### src/rtl/uart_tx_fifo.sv
// UART transmitter with an input FIFO and a built-in baud divider.
// Frame: start, DATA_WIDTH bits LSB first, optional parity, 1 or 2 stop bits.
module uart_tx_fifo #(
  parameter int DATA_WIDTH = 8,
  parameter int FIFO_DEPTH = 4,
  parameter int DIV_WIDTH  = 16
) (
  input  logic                               clk,
  input  logic                               rst,
  input  logic [DATA_WIDTH-1:0]              P_data,
  input  logic                               Data_valid,
  output logic                               Data_ready,
  input  logic                               Par_en,
  input  logic                               Par_type,
  input  logic                               Stop2,
  input  logic [DIV_WIDTH-1:0]               Baud_div,
  output logic                               TX_out,
  output logic                               Busy,
  output logic [$clog2(FIFO_DEPTH+1)-1:0]    Fifo_count
);

  localparam int CW = $clog2(FIFO_DEPTH + 1);
  localparam int PW = $clog2(FIFO_DEPTH);
  localparam int BW = $clog2(DATA_WIDTH);
  localparam logic [CW-1:0]        FULL     = CW'(FIFO_DEPTH);
  localparam logic [BW-1:0]        LAST_BIT = BW'(DATA_WIDTH - 1);
  localparam logic [DIV_WIDTH-1:0] ONE      = DIV_WIDTH'(1);

  typedef enum logic [2:0] {IDLE, START, DATA, PARITY, STOP} state_t;

  logic [DATA_WIDTH-1:0] mem [FIFO_DEPTH];
  logic [PW-1:0]         wr_ptr, rd_ptr;
  logic [CW-1:0]         count;
  logic                  wr, pop;

  state_t                state, state_d;
  logic [DIV_WIDTH-1:0]  cnt, cnt_d, n_q;
  logic [BW-1:0]         idx, idx_d;
  logic                  second, second_d;
  logic [DATA_WIDTH-1:0] shift, shift_d;
  logic                  par_q, par_en_q, stop2_q;
  logic                  tx_d, busy_d, bit_done;

  assign Data_ready = (count != FULL);
  assign Fifo_count = count;
  assign wr         = Data_valid && Data_ready;
  assign bit_done   = (cnt == n_q - ONE);

  // NOTE: every output of this block gets a default first, so no path can infer a latch.
  always_comb begin
    state_d  = state;
    cnt_d    = cnt;
    idx_d    = idx;
    second_d = second;
    shift_d  = shift;
    pop      = 1'b0;
    tx_d     = 1'b1;
    busy_d   = (state != IDLE);
    unique case (state)
      IDLE: begin
        if (count != '0) begin
          pop     = 1'b1;
          state_d = START;
          cnt_d   = '0;
        end
      end
      START: begin
        tx_d = 1'b0;
        if (bit_done) begin
          cnt_d   = '0;
          idx_d   = '0;
          state_d = DATA;
        end else begin
          cnt_d = cnt + ONE;
        end
      end
      DATA: begin
        tx_d = shift[0];
        if (bit_done) begin
          cnt_d   = '0;
          shift_d = shift >> 1;
          if (idx == LAST_BIT) begin
            second_d = 1'b0;
            state_d  = par_en_q ? PARITY : STOP;
          end else begin
            idx_d = idx + 1'b1;
          end
        end else begin
          cnt_d = cnt + ONE;
        end
      end
      PARITY: begin
        tx_d = par_q;
        if (bit_done) begin
          cnt_d    = '0;
          second_d = 1'b0;
          state_d  = STOP;
        end else begin
          cnt_d = cnt + ONE;
        end
      end
      STOP: begin
        if (bit_done) begin
          cnt_d = '0;
          if (stop2_q && !second) begin
            second_d = 1'b1;
          end else if (count != '0) begin
            // Chain straight into the next frame with no idle bit between them.
            pop     = 1'b1;
            state_d = START;
          end else begin
            state_d = IDLE;
          end
        end else begin
          cnt_d = cnt + ONE;
        end
      end
      default: state_d = IDLE;
    endcase
  end

  // NOTE: sequential state uses non-blocking assignments so all registers update together.
  always_ff @(posedge clk or negedge rst) begin
    if (!rst) begin
      state    <= IDLE;
      cnt      <= '0;
      idx      <= '0;
      second   <= 1'b0;
      shift    <= '0;
      par_q    <= 1'b0;
      par_en_q <= 1'b0;
      stop2_q  <= 1'b0;
      n_q      <= ONE;
      TX_out   <= 1'b1;
      Busy     <= 1'b0;
      wr_ptr   <= '0;
      rd_ptr   <= '0;
      count    <= '0;
    end else begin
      state  <= state_d;
      cnt    <= cnt_d;
      idx    <= idx_d;
      second <= second_d;
      TX_out <= tx_d;
      Busy   <= busy_d;
      if (pop) begin
        shift    <= mem[rd_ptr];
        par_q    <= (^mem[rd_ptr]) ^ Par_type;
        par_en_q <= Par_en;
        stop2_q  <= Stop2;
        n_q      <= (Baud_div == '0) ? ONE : Baud_div;
        rd_ptr   <= rd_ptr + 1'b1;
      end else begin
        shift <= shift_d;
      end
      if (wr) wr_ptr <= wr_ptr + 1'b1;
      case ({wr, pop})
        2'b10:   count <= count + 1'b1;
        2'b01:   count <= count - 1'b1;
        default: count <= count;
      endcase
    end
  end

  // NOTE: FIFO storage has no reset; pointers and count alone define which entries are valid.
  always_ff @(posedge clk) begin
    if (wr) mem[wr_ptr] <= P_data;
  end

endmodule

### config.mk
export PLATFORM = sky130hd
export DESIGN_NAME = uart_tx_fifo
export DESIGN_NICKNAME = d
export VERILOG_FILES = /design/src/rtl/uart_tx_fifo.sv
export SDC_FILE = /design/constraint.sdc
export NUM_CORES = 1
export LEC_CHECK = 0
export ABC_AREA = 0
export BUFFER_PORTS_ARGS = -buffer_cell sky130_fd_sc_hd__buf_2
export CORE_ASPECT_RATIO = 1.2
export CORE_MARGIN = 10
export CORE_UTILIZATION = 48
export CTS_CLUSTER_SIZE = 12
export DETAILED_ROUTE_END_ITERATION = 10
export PLACE_DENSITY_LB_ADDON = 0.2
export SYNTH_ARGS = -nofsm -noshare
export SYNTH_HDL_FRONTEND = slang
export SYNTH_SLANG_ARGS = --single-unit
### constraint.sdc
create_clock -name clk -period 5.7 [get_ports clk]
set_input_delay 0.285 -clock clk [delete_from_list [all_inputs] [get_ports clk]]
set_output_delay 0.285 -clock clk [all_outputs]
set_load 0.05 [all_outputs]
==> reports/results.txt <==
CTS tree -> done
min-delay worst type -> primary input to asynchronous set/reset pin
Worst Setup Start Kind -> flip-flop
initial antenna violation count -> 0
asr flop ratio synth -> 64.8%
Rows -> 39
Place WS -> 1.46 ns
vias -> 3081
Slowest-stage cell, CP -> or4_4
Rel. slew slack -> 47.3%
Top Family by Delay on Critical Path -> simple AND/OR/NAND/NOR gates
power density cells -> 525 nW/um^2
Seq/Total Area, Yosys -> 51.7%
global route total overflow -> 0
Synth Instances -> 399
area share of the largest cell type after synthesis -> 30.2%
Initial Util -> 49.4%
Die Span X -> 111 um
Ports -> 36
maximum clock frequency -> 237 MHz
1st-iter DRT viols -> 142
Die Y -> 129 um
Clock Root Buffer -> clkbuf_16
Worst EP required -> 5.96 ns
CTS buffer count -> 9
worst skew pair latency -> 0.34 ns
CTS resizes -> 0
Core Box Area -> 9560 um^2
cells on worst reg2reg path -> 13
Final HPWL DP -> 6850 um
Final Setup Violations -> 0
setup slack, reg-to-reg -> 1.47 ns
RSZ-0062 raised after global routing -> no
Clock Tree Buf Depth -> 2
worst slew pin tran -> 0.790 ns
crit path capture type -> flip-flop
Top FF cell, synth -> dfrtp_1
I/O Buffers -> 35
share of cells above drive strength 1 -> 23.3%
Routed Antenna Nets -> 0
RR Startpoint -> n_q[3]$_DFFE_PN0N_
DR pass1 iterations -> 4
# Max-Cap Violations -> 0
Data arrival, critical path -> 4.49 ns
Post-synth EDFFs -> 32
largest cells by area after synthesis -> dfrtp_1, edfxtp_1, mux2_2
FF+latch count, synth -> 91
most common cell after layout, fill and taps aside -> dfrtp_1
Setup TNS -> 0 ns
clock slew at reported path FFs -> 0.07 ns
Max stage delay on crit path -> 0.60 ns
Max Slew Vio Count -> 0
fin crit share -> 74.2%
P&R area growth vs syn -> 11.8%
RD Place Congestion -> 0.841
Yosys cell types -> 62
yosys warns -> 0
Routed WL per cell -> 16.6 um
Util after Layout -> 55.2%
reg-to-reg endpoint -> Fifo_count[2]$_DFFE_PN0P_
Fill cells -> 847
syn avg cell area -> 11.8 um^2
Min Hold Slack -> 0.112 ns
largest net degree at the start of global routing -> 60
drt total wl -> 9330 um
fin nets -> 473
status -> finished, final reports clean
Power Total -> 2770 uW
# hold bufs at CTS -> 0
syn_nets -> 439
Buf/Inv on CP -> 1
Mapped Area -> 4720 um^2
antenna diode count -> 0
TritonCTS Sinks -> 91
htree depth -> 3
Crit Path Max Fanout -> 29
area leader, netlist -> dfrtp_1
VDD IR max -> 0.295 mV
critical path class -> flip-flop to flip-flop
Setup WS post-layout -> 1.47 ns
die footprint -> 14200 um^2
residual DRC count -> 0
global-route wire length before repair -> 15800 um
DR vias/cell -> 5.49
worst-path cell chain -> or4_4, nor4_4, nand3_1, a2111oi_0, o2111a_1, a21bo_4, and2_4, ha_1, inv_1, fa_1, xor2_1, nor2_1, xor2_1
post-CTS setup buffers -> 0
vias in the first global route -> 3232
final hold violations -> 0
Final Critical Period -> 4.23 ns
Most common cell on crit path -> xor2_1
leakage power -> 0.00216 uW
GRT Util Overall -> 13.5%
most frequent cells in the layout -> dfrtp_1, buf_2, edfxtp_1
Clock Skew -> 0.00832 ns
[where the power goes]
part	switching, uW	internal (uW)	total (uW)
clock	254	342	596
combinational	559	526	1090
sequential	206	883	1090
[cells in the mapped netlist (all sizes together), types with 5 or more instances]
cell type and n:
a21oi 10, and3 11, buf 5, clkbuf 9, dfrtp 57, edfxtp 32, ha 9, inv 13
mux2 29, mux4 8, nand2 24, nand3 20, nor2 24, nor2b 6, nor3 12, nor4 9
o21ai 18, xnor2 23, xor2 20
[worst max-delay path by stage]
stage,start,end,slack (ns),cells past startpoint
floorplan,n_q[3]$_DFFE_PN0N_,Fifo_count[2]$_DFFE_PN0P_,1.91,16
finish,n_q[3]$_DFFE_PN0N_,Fifo_count[2]$_DFFE_PN0P_,1.47,13
CTS,n_q[3]$_DFFE_PN0N_,Fifo_count[2]$_DFFE_PN0P_,1.45,13
detailed placement,n_q[3]$_DFFE_PN0N_,Fifo_count[2]$_DFFE_PN0P_,1.46,13
global route,n_q[3]$_DFFE_PN0N_,Fifo_count[2]$_DFFE_PN0P_,1.13,13
global placement,n_q[3]$_DFFE_PN0N_,Fifo_count[2]$_DFFE_PN0P_,1.58,13
[routing by layer]
metal  GRT usage (%)  vias up  part of all wire, %
met4            5.37        0                  1.4
met2            24.2       52                   53
li1                -     1531                    -
met3            3.11       11                  2.9
met1            15.2     1487                   43
met5               0        -                    0
[flip-flops by register name, summed over array words and instances, names as in the netlist]
signal / flops
par_q: 1
par_en_q: 1
shift: 8
cnt: 16
TX_out: 1
rd_ptr: 2
second: 1
Fifo_count: 3
Busy: 1
state: 3
n_q: 16
wr_ptr: 2
mem: 32
idx: 3
stop2_q: 1
[cells by family after synthesis]
kind of cell | share of synthesized area [%]
simple gates | 14.8
flops | 51.7
compound gates | 8.08
xor+xnor | 7.97
mux | 11.6
buf+inv | 3.07
fa+ha+maj | 2.81
[cell type report]
| class | instances | area [um^2] | area share [%] |
|---|---|---|---|
| Timing Repair Buffer | 37 | 190 | 3.60 |
| Multi-Input combinational cell | 281 | 2150 | 40.6 |
| Clock buffer | 9 | 225 | 4.27 |
| Inverter | 13 | 48.8 | 0.924 |
| Clock inverter | 7 | 75.1 | 1.42 |
| Tap cell | 123 | 154 | 2.92 |
| Sequential cell | 91 | 2440 | 46.2 |
[stage by stage]
| step | area [um^2] | std cells |
|---|---|---|
| final | 5280 | 561 |
| after global routing | 5280 | 561 |
| after CTS | 5280 | 561 |
| after detailed placement | 4980 | 545 |
| after global placement | 4980 | 545 |
| after floorplan | 4720 | 399 |
Note: power is estimated with default switching activity, not from simulation.
